`src/rtl/dmem_port_arbiter_if.sv`:
```
// Bus bundle between the MEM-stage CPU port, the DMA/debug-loader port and the single-port dmem.
// The slave modport is the arbiter side; master is the requester/memory environment side.
interface dmem_port_arbiter_if;
  logic        cpu_ce;
  logic [29:0] cpu_addr;
  logic [3:0]  cpu_wstb;
  logic [31:0] cpu_wdata;
  logic [31:0] cpu_rdata;
  logic        cpu_stall;

  logic        dma_req;
  logic [29:0] dma_addr;
  logic [3:0]  dma_wstb;
  logic [31:0] dma_wdata;
  logic        dma_ack;
  logic        dma_rvalid;
  logic [31:0] dma_rdata;
  logic        dma_err;

  logic        mem_ce;
  logic [29:0] mem_addr;
  logic [3:0]  mem_wstb;
  logic [31:0] mem_wdata;
  logic [31:0] mem_rdata;

  modport slave (
    input  cpu_ce, cpu_addr, cpu_wstb, cpu_wdata,
    output cpu_rdata, cpu_stall,
    input  dma_req, dma_addr, dma_wstb, dma_wdata,
    output dma_ack, dma_rvalid, dma_rdata, dma_err,
    output mem_ce, mem_addr, mem_wstb, mem_wdata,
    input  mem_rdata
  );

  modport master (
    output cpu_ce, cpu_addr, cpu_wstb, cpu_wdata,
    input  cpu_rdata, cpu_stall,
    output dma_req, dma_addr, dma_wstb, dma_wdata,
    input  dma_ack, dma_rvalid, dma_rdata, dma_err,
    input  mem_ce, mem_addr, mem_wstb, mem_wdata,
    output mem_rdata
  );
endinterface

```
`src/rtl/dmem_port_arbiter.sv`:
```
// Shares single-port dmem between the CPU MEM stage (priority) and a DMA port, with a
// starvation counter that forces short DMA bursts while the pipeline is stalled.
module dmem_port_arbiter #(
  parameter logic [31:0] DMEM_BASE    = 32'h0010_0000,
  parameter int unsigned STARVE_LIMIT = 4,
  parameter int unsigned BURST_MAX    = 4
) (
  input logic               clk,
  input logic               rst_n,
  dmem_port_arbiter_if.slave bus
);

  localparam int unsigned StarveW = $clog2(STARVE_LIMIT + 1);
  localparam int unsigned BeatW   = $clog2(BURST_MAX + 1);
  localparam logic [StarveW-1:0] StarveMax = StarveW'(STARVE_LIMIT);
  localparam logic [BeatW-1:0]   BeatMax   = BeatW'(BURST_MAX);
  localparam logic [BeatW-1:0]   BeatOne   = BeatW'(1);

  typedef enum logic {StCpu, StDma} state_e;
  typedef enum logic [1:0] {OwnNone, OwnCpu, OwnDma} owner_e;

  state_e             state_q, state_d;
  logic [StarveW-1:0] starve_q, starve_d;
  logic [BeatW-1:0]   beat_q, beat_d;
  owner_e             owner_q, owner_d;
  logic               rvalid_q, rvalid_d;
  logic               err_q, err_d;

  logic cpu_gnt, dma_gnt, force_burst;
  logic cpu_win, dma_win;

  assign cpu_win = (bus.cpu_addr[29:18] == DMEM_BASE[31:20]);
  assign dma_win = (bus.dma_addr[29:18] == DMEM_BASE[31:20]);

  always_ff @(posedge clk or negedge rst_n) begin
    if (!rst_n) begin
      state_q  <= StCpu;
      starve_q <= '0;
      beat_q   <= '0;
      owner_q  <= OwnNone;
      rvalid_q <= 1'b0;
      err_q    <= 1'b0;
    end else begin
      state_q  <= state_d;
      starve_q <= starve_d;
      beat_q   <= beat_d;
      owner_q  <= owner_d;
      rvalid_q <= rvalid_d;
      err_q    <= err_d;
    end
  end

  always_comb begin
    state_d  = state_q;
    starve_d = starve_q;
    beat_d   = beat_q;
    unique case (state_q)
      StCpu: begin
        if (dma_gnt) begin
          starve_d = '0;
        end else if (bus.dma_req && starve_q != StarveMax) begin
          starve_d = starve_q + 1'b1;
        end
        // The forcing cycle is itself the first beat of the burst.
        if (force_burst && BURST_MAX > 1) begin
          beat_d  = BeatOne;
          state_d = StDma;
        end
      end
      StDma: begin
        starve_d = '0;
        if (dma_gnt && beat_q != BeatMax) begin
          beat_d = beat_q + 1'b1;
        end
        if (!bus.dma_req || beat_d == BeatMax) begin
          state_d = StCpu;
          beat_d  = '0;
        end
      end
    endcase
  end

  // Output process: grants and the memory mux, gated by reset so outputs drop immediately.
  always_comb begin
    force_burst   = 1'b0;
    cpu_gnt       = 1'b0;
    dma_gnt       = 1'b0;
    bus.mem_ce    = 1'b0;
    bus.mem_addr  = '0;
    bus.mem_wstb  = '0;
    bus.mem_wdata = '0;
    if (rst_n) begin
      unique case (state_q)
        StCpu: begin
          force_burst = (starve_q == StarveMax) && bus.dma_req && bus.cpu_ce;
          dma_gnt     = bus.dma_req && (!bus.cpu_ce || force_burst);
        end
        StDma: dma_gnt = bus.dma_req;
      endcase
      cpu_gnt = bus.cpu_ce && !dma_gnt;
    end
    if (dma_gnt) begin
      bus.mem_ce    = dma_win;
      bus.mem_addr  = bus.dma_addr;
      bus.mem_wstb  = bus.dma_wstb;
      bus.mem_wdata = bus.dma_wdata;
    end else if (cpu_gnt) begin
      bus.mem_ce    = cpu_win;
      bus.mem_addr  = bus.cpu_addr;
      bus.mem_wstb  = bus.cpu_wstb;
      bus.mem_wdata = bus.cpu_wdata;
    end
  end

  always_comb begin
    owner_d = OwnNone;
    if (cpu_gnt && bus.cpu_wstb == 4'b0000 && cpu_win) begin
      owner_d = OwnCpu;
    end else if (dma_gnt && bus.dma_wstb == 4'b0000 && dma_win) begin
      owner_d = OwnDma;
    end
    rvalid_d = dma_gnt && (bus.dma_wstb == 4'b0000);
    err_d    = dma_gnt && !dma_win;
  end

  assign bus.cpu_stall  = bus.cpu_ce && dma_gnt;
  assign bus.dma_ack    = dma_gnt;
  assign bus.cpu_rdata  = (owner_q == OwnCpu) ? bus.mem_rdata : '0;
  assign bus.dma_rdata  = (owner_q == OwnDma) ? bus.mem_rdata : '0;
  assign bus.dma_rvalid = rvalid_q;
  assign bus.dma_err    = err_q;

endmodule
```
`src/flat_wrapper.sv`:
```
// flat-port wrapper written by rule: the top's interface ports become plain ports
module dmem_port_arbiter_flat 
#(
  parameter logic [31:0] DMEM_BASE    = 32'h0010_0000,
  parameter int unsigned STARVE_LIMIT = 4,
  parameter int unsigned BURST_MAX    = 4
)
  (clk, rst_n, bus_cpu_ce, bus_cpu_addr, bus_cpu_wstb, bus_cpu_wdata, bus_cpu_rdata, bus_cpu_stall, bus_dma_req, bus_dma_addr, bus_dma_wstb, bus_dma_wdata, bus_dma_ack, bus_dma_rvalid, bus_dma_rdata, bus_dma_err, bus_mem_ce, bus_mem_addr, bus_mem_wstb, bus_mem_wdata, bus_mem_rdata);
  dmem_port_arbiter_if bus_i ();
  input logic clk;
  input logic rst_n;
  input wire logic [$bits(bus_i.cpu_ce)-1:0] bus_cpu_ce;
  input wire logic [$bits(bus_i.cpu_addr)-1:0] bus_cpu_addr;
  input wire logic [$bits(bus_i.cpu_wstb)-1:0] bus_cpu_wstb;
  input wire logic [$bits(bus_i.cpu_wdata)-1:0] bus_cpu_wdata;
  output wire logic [$bits(bus_i.cpu_rdata)-1:0] bus_cpu_rdata;
  output wire logic [$bits(bus_i.cpu_stall)-1:0] bus_cpu_stall;
  input wire logic [$bits(bus_i.dma_req)-1:0] bus_dma_req;
  input wire logic [$bits(bus_i.dma_addr)-1:0] bus_dma_addr;
  input wire logic [$bits(bus_i.dma_wstb)-1:0] bus_dma_wstb;
  input wire logic [$bits(bus_i.dma_wdata)-1:0] bus_dma_wdata;
  output wire logic [$bits(bus_i.dma_ack)-1:0] bus_dma_ack;
  output wire logic [$bits(bus_i.dma_rvalid)-1:0] bus_dma_rvalid;
  output wire logic [$bits(bus_i.dma_rdata)-1:0] bus_dma_rdata;
  output wire logic [$bits(bus_i.dma_err)-1:0] bus_dma_err;
  output wire logic [$bits(bus_i.mem_ce)-1:0] bus_mem_ce;
  output wire logic [$bits(bus_i.mem_addr)-1:0] bus_mem_addr;
  output wire logic [$bits(bus_i.mem_wstb)-1:0] bus_mem_wstb;
  output wire logic [$bits(bus_i.mem_wdata)-1:0] bus_mem_wdata;
  input wire logic [$bits(bus_i.mem_rdata)-1:0] bus_mem_rdata;
  assign bus_i.cpu_ce = bus_cpu_ce;
  assign bus_i.cpu_addr = bus_cpu_addr;
  assign bus_i.cpu_wstb = bus_cpu_wstb;
  assign bus_i.cpu_wdata = bus_cpu_wdata;
  assign bus_cpu_rdata = bus_i.cpu_rdata;
  assign bus_cpu_stall = bus_i.cpu_stall;
  assign bus_i.dma_req = bus_dma_req;
  assign bus_i.dma_addr = bus_dma_addr;
  assign bus_i.dma_wstb = bus_dma_wstb;
  assign bus_i.dma_wdata = bus_dma_wdata;
  assign bus_dma_ack = bus_i.dma_ack;
  assign bus_dma_rvalid = bus_i.dma_rvalid;
  assign bus_dma_rdata = bus_i.dma_rdata;
  assign bus_dma_err = bus_i.dma_err;
  assign bus_mem_ce = bus_i.mem_ce;
  assign bus_mem_addr = bus_i.mem_addr;
  assign bus_mem_wstb = bus_i.mem_wstb;
  assign bus_mem_wdata = bus_i.mem_wdata;
  assign bus_i.mem_rdata = bus_mem_rdata;
  dmem_port_arbiter #(.DMEM_BASE(DMEM_BASE), .STARVE_LIMIT(STARVE_LIMIT), .BURST_MAX(BURST_MAX)) u_core (.clk(clk), .rst_n(rst_n), .bus(bus_i));
endmodule
```
`config.mk`:
```
export PLATFORM = sky130hd
export DESIGN_NAME = dmem_port_arbiter_flat
export DESIGN_NICKNAME = d
export VERILOG_FILES = /design/src/rtl/dmem_port_arbiter_if.sv /design/src/rtl/dmem_port_arbiter.sv /design/src/flat_wrapper.sv
export SDC_FILE = /design/constraint.sdc
export NUM_CORES = 1
export LEC_CHECK = 0
export BUFFER_PORTS_ARGS = -buffer_cell sky130_fd_sc_hd__buf_2
export CORE_AREA = 2 2 117 119
export CTS_BUF_LIST = sky130_fd_sc_hd__clkbuf_8
export CTS_CLUSTER_DIAMETER = 120
export DETAILED_ROUTE_END_ITERATION = 7
export DIE_AREA = 0 0 119 121
export HOLD_SLACK_MARGIN = 0.08
export PLACE_DENSITY = 0.52
export SLEW_MARGIN = 20
export SYNTH_ARGS = -nofsm -noshare
export SYNTH_HDL_FRONTEND = slang
export SYNTH_SLANG_ARGS = --single-unit
```
`constraint.sdc`:
```
create_clock -name clk -period 1.7 [get_ports clk]
set_clock_uncertainty 0.1 [all_clocks]
set_input_delay 0.255 -clock clk [delete_from_list [all_inputs] [get_ports clk]]
set_output_delay 0.255 -clock clk [all_outputs]
set_load 0.02 [all_outputs]
```
==> results.md <==
* Run status: finished with violations
* Failing checks: negative setup slack
* Most common cell after layout, fill and taps aside: sky130_fd_sc_hd__buf_2
* Area growth from synthesis to final layout at 152%
* Syn_nets at 405
* Vertical die dimension at 121 um
* Leak pwr at 2.56 nW
* Startpoint of the most critical register-to-register path: u_core.starve_q[0]
* Post-DR vias/cell at 4.43
* Reg-to-Reg End: u_core.beat_q[2]
* Final setup slack of the worst path at -0.525 ns
* Maximum resistive drop on vdd at 293 uV
* Number of synthesized flops with an enable pin at 0
* Die Outline Area at 14,400 um2
* DP Cell Count at 720
* Kind of end point of the critical path: primary output
* TritonCTS Buffers at 3
* Commonest non-fill, non-tap cells in the layout: sky130_fd_sc_hd__buf_2, sky130_fd_sc_hd__buf_6, sky130_fd_sc_hd__a22o_1
* ANT nets after route at 0
* Relative slew margins at 81.0%
* CTS max path bufs at 2
* Path depth of the worst reg2reg path at 8
* Clock tree from TritonCTS: yes
* Worst path buffer plus inverter count at 4
* H-Tree Depth at 1
* Power per cell area at 524 nW/um2
* Clock edge transition at the registers on the reported setup and hold paths at 0.05 ns
* Ratio of cells with drive above 1 in the final layout at 68.6%
* Delay of the slowest cell on the worst path at 0.37 ns
* Number of pins exceeding their max-slew limit in the final report at 0
* DR WL/cell at 17.2 um
* Register-to-register setup slack at 0.01 ns
* Top FF cell, synth: sky130_fd_sc_hd__dfrtp_1
* Clock latency reported for the late side of the worst-skew pair at 0.24 ns
* Post-route core utilization at 35.6%
* Clock Sink Count at 11
* Crit path launch type: flip-flop
* Number of endpoints with negative hold slack in the final report at 0
* Count of buffers from port buffering at 302
* Worst hold slack across all endpoints at 0.0969 ns
* Pin count of the biggest net entering global routing at 52
* Final WL at 12,700 um
* Cell at the slowest stage of the critical path: sky130_fd_sc_hd__dfrtp_1
* Area used by multi-input combinational logic at 1590 um2
* Share of synthesized registers carrying an async set or reset at 100%
* #FFs+latches synth at 11
* RSZ-0062 raised after global routing: true
* Initial antenna violation count at 0
* Avg Cell Area, Syn at 7.94 um2
* Netlist Area Pre-Place at 1850 um2
* Initial standard-cell utilization of the core at 14.1%
* Total Routing Usage GR at 14.9%
* Via count of the first global-routing pass at 3,130
* Dominant cell type by area after synthesis: sky130_fd_sc_hd__a22o_1
* Detailed placement HPWL at 10,200 um
* Maximum fanout encountered on the critical timing path at 25
* Finished Cell Area at 4660 um2
* Num ports at 303
* Time the final worst path needs with I/O delays and setup at 2.22 ns
* Endpoint required time on the critical path at 1.34 ns
* Rows at 42
* # nets final at 734
* Cells traversed along the worst timing path: inv_2 -> ha_4 -> and2_4 -> o21ai_4 -> inv_4 -> clkbuf_16 -> a22o_1 -> buf_2
* Tightest Pin Transition at 0.283 ns
* Via total after detailed routing at 3,265
* Yosys warnings at 0
* Global placement routability congestion at 0.839
* Cell class contributing the biggest share of worst-path delay: buffers and inverters
* Syn Inst Count at 233
* Inserted Diodes at 0
* Kind of critical path: flip-flop to primary output
* Max Freq at 449 MHz
* Non-Filler Instances at 737
* Sequential area share after synthesis at 14.9%
* Placeable Area at 13,100 um2
* Total chip power at 2.44 mW
* Count of fill cells added during filler insertion at 1,358
* DR DRC count at 0
* Final-layout setup total negative slack at -33.65 ns
* First-pass iteration count of the detailed router at 4
* Crit path DAT at 1.87 ns
* Number of DRC violations after detailed-routing iteration 0 at 99
* DP Area at 3790 um2
* Worst hold path class: primary input to async pin
* First-pass GRT wire length at 16,800 um
* Distinct cells, synth at 40
* X dimension of the die at 119 um
* Portion of the clock cycle consumed by the worst path in the final layout at 131%
* Placement Setup Slack at -0.289 ns
* Flip-flop and latch area at 275 um2
* Root buffer cell: sky130_fd_sc_hd__clkbuf_8
* Top cell type's share of synthesized area at 31.7%
* Aggregate global routing overflow at 0
* Area contributors post-synth: sky130_fd_sc_hd__a22o_1, sky130_fd_sc_hd__and2_1, sky130_fd_sc_hd__dfrtp_1, sky130_fd_sc_hd__buf_2, sky130_fd_sc_hd__ha_1
* Max Cap Viol at 0
* Number of failing setup endpoints in the final timing report at 88
-- cell type report --
class                           instances  share of cell area, %
Timing Repair Buffer                  345                   53.6
Multi-Input combinational cell        193                   34.1
Sequential cell                        11                   5.91
Tap cell                              176                   4.72
Clock buffer                            3                  0.886
Inverter                                8                  0.698
Clock inverter                          1                 0.0805
-- sequential cells by signal, indices dropped and copies added (netlist names) --
name / cells
u_core.beat_q: 3
u_core.state_q: 1
u_core.bus.dma_err: 1
u_core.starve_q: 3
u_core.owner_q: 2
u_core.bus.dma_rvalid: 1
-- worst min-delay path, stage by stage --
cell and delay (ns):
sky130_fd_sc_hd__buf_2 0.11, sky130_fd_sc_hd__dlymetal6s4s_1 0.24, sky130_fd_sc_hd__buf_4 0.16
-- worst max path at each step --
stage	cells after the start	start	slack [ns]	end
floorplan	7	u_core.starve_q[1]	-0.08	bus_mem_addr[0]
global placement	8	u_core.starve_q[0]	-0.27	bus_mem_wdata[28]
detailed placement	8	u_core.starve_q[0]	-0.29	bus_mem_addr[28]
CTS	8	u_core.starve_q[1]	-0.49	bus_mem_addr[19]
global route	8	u_core.starve_q[0]	-0.58	bus_mem_addr[13]
finish	8	u_core.starve_q[0]	-0.52	bus_mem_addr[13]
-- logic make-up (layout without fill, tap and decap cells) --
logic type	after synthesis	after routing	synth area share (%)
buf+inv	29	357	8.38
compound gates	84	84	39.1
xor+xnor	2	2	0.947
flops	11	11	14.9
simple gates	101	101	32.9
mux	2	2	1.08
fa+ha+maj	4	4	2.70
-- synth_stat cells (2+ instances only) --
master,n
sky130_fd_sc_hd__buf_2,10
sky130_fd_sc_hd__a211oi_1,2
sky130_fd_sc_hd__a21oi_1,2
sky130_fd_sc_hd__nand2b_1,2
sky130_fd_sc_hd__nor2b_1,3
sky130_fd_sc_hd__and2_1,66
sky130_fd_sc_hd__ha_1,4
sky130_fd_sc_hd__a22o_1,67
sky130_fd_sc_hd__nand3_1,3
sky130_fd_sc_hd__mux2i_1,2
sky130_fd_sc_hd__clkbuf_1,6
sky130_fd_sc_hd__dfrtp_1,11
sky130_fd_sc_hd__nor2_1,6
sky130_fd_sc_hd__and2_4,2
sky130_fd_sc_hd__nor3_1,5
sky130_fd_sc_hd__nand2_1,5
sky130_fd_sc_hd__nor4_1,4
sky130_fd_sc_hd__buf_6,4
sky130_fd_sc_hd__or4_1,2
sky130_fd_sc_hd__inv_1,7
-- where the power goes --
group          leakage [nW]  switching (mW)  internal, mW
registers             0.147          0.0423         0.322
logic                  2.39           0.905         0.917
clock network        0.0269          0.0996         0.158
total                  2.56            1.05          1.40
-- routing by layer --
metal / share of wire [%] / routed length, um / track usage (%) / up-vias
li1: - / - / - / 1532
met2: 54 / 6810 / 28.7 / 228
met3: 8.8 / 1120 / 3.38 / 19
met4: 2.0 / 255 / 3.35 / 0
met1: 35 / 4500 / 16.5 / 1486
met5: 0 / 0 / 0 / -
-- what timing repair did --
| item | 4_1_cts | 5_1_grt |
|---|---|---|
| buffers inserted | 4 | 3 |
| cloned | 2 | 3 |
| setup endpoints to repair | 94 | 93 |
| hold buffers | 1 | 1 |
| gates resized for setup | 65 | 138 |
| pin swaps | 11 | 32 |
| hold endpoints to repair | 11 | 1 |
(Power assumes the default switching activity.)
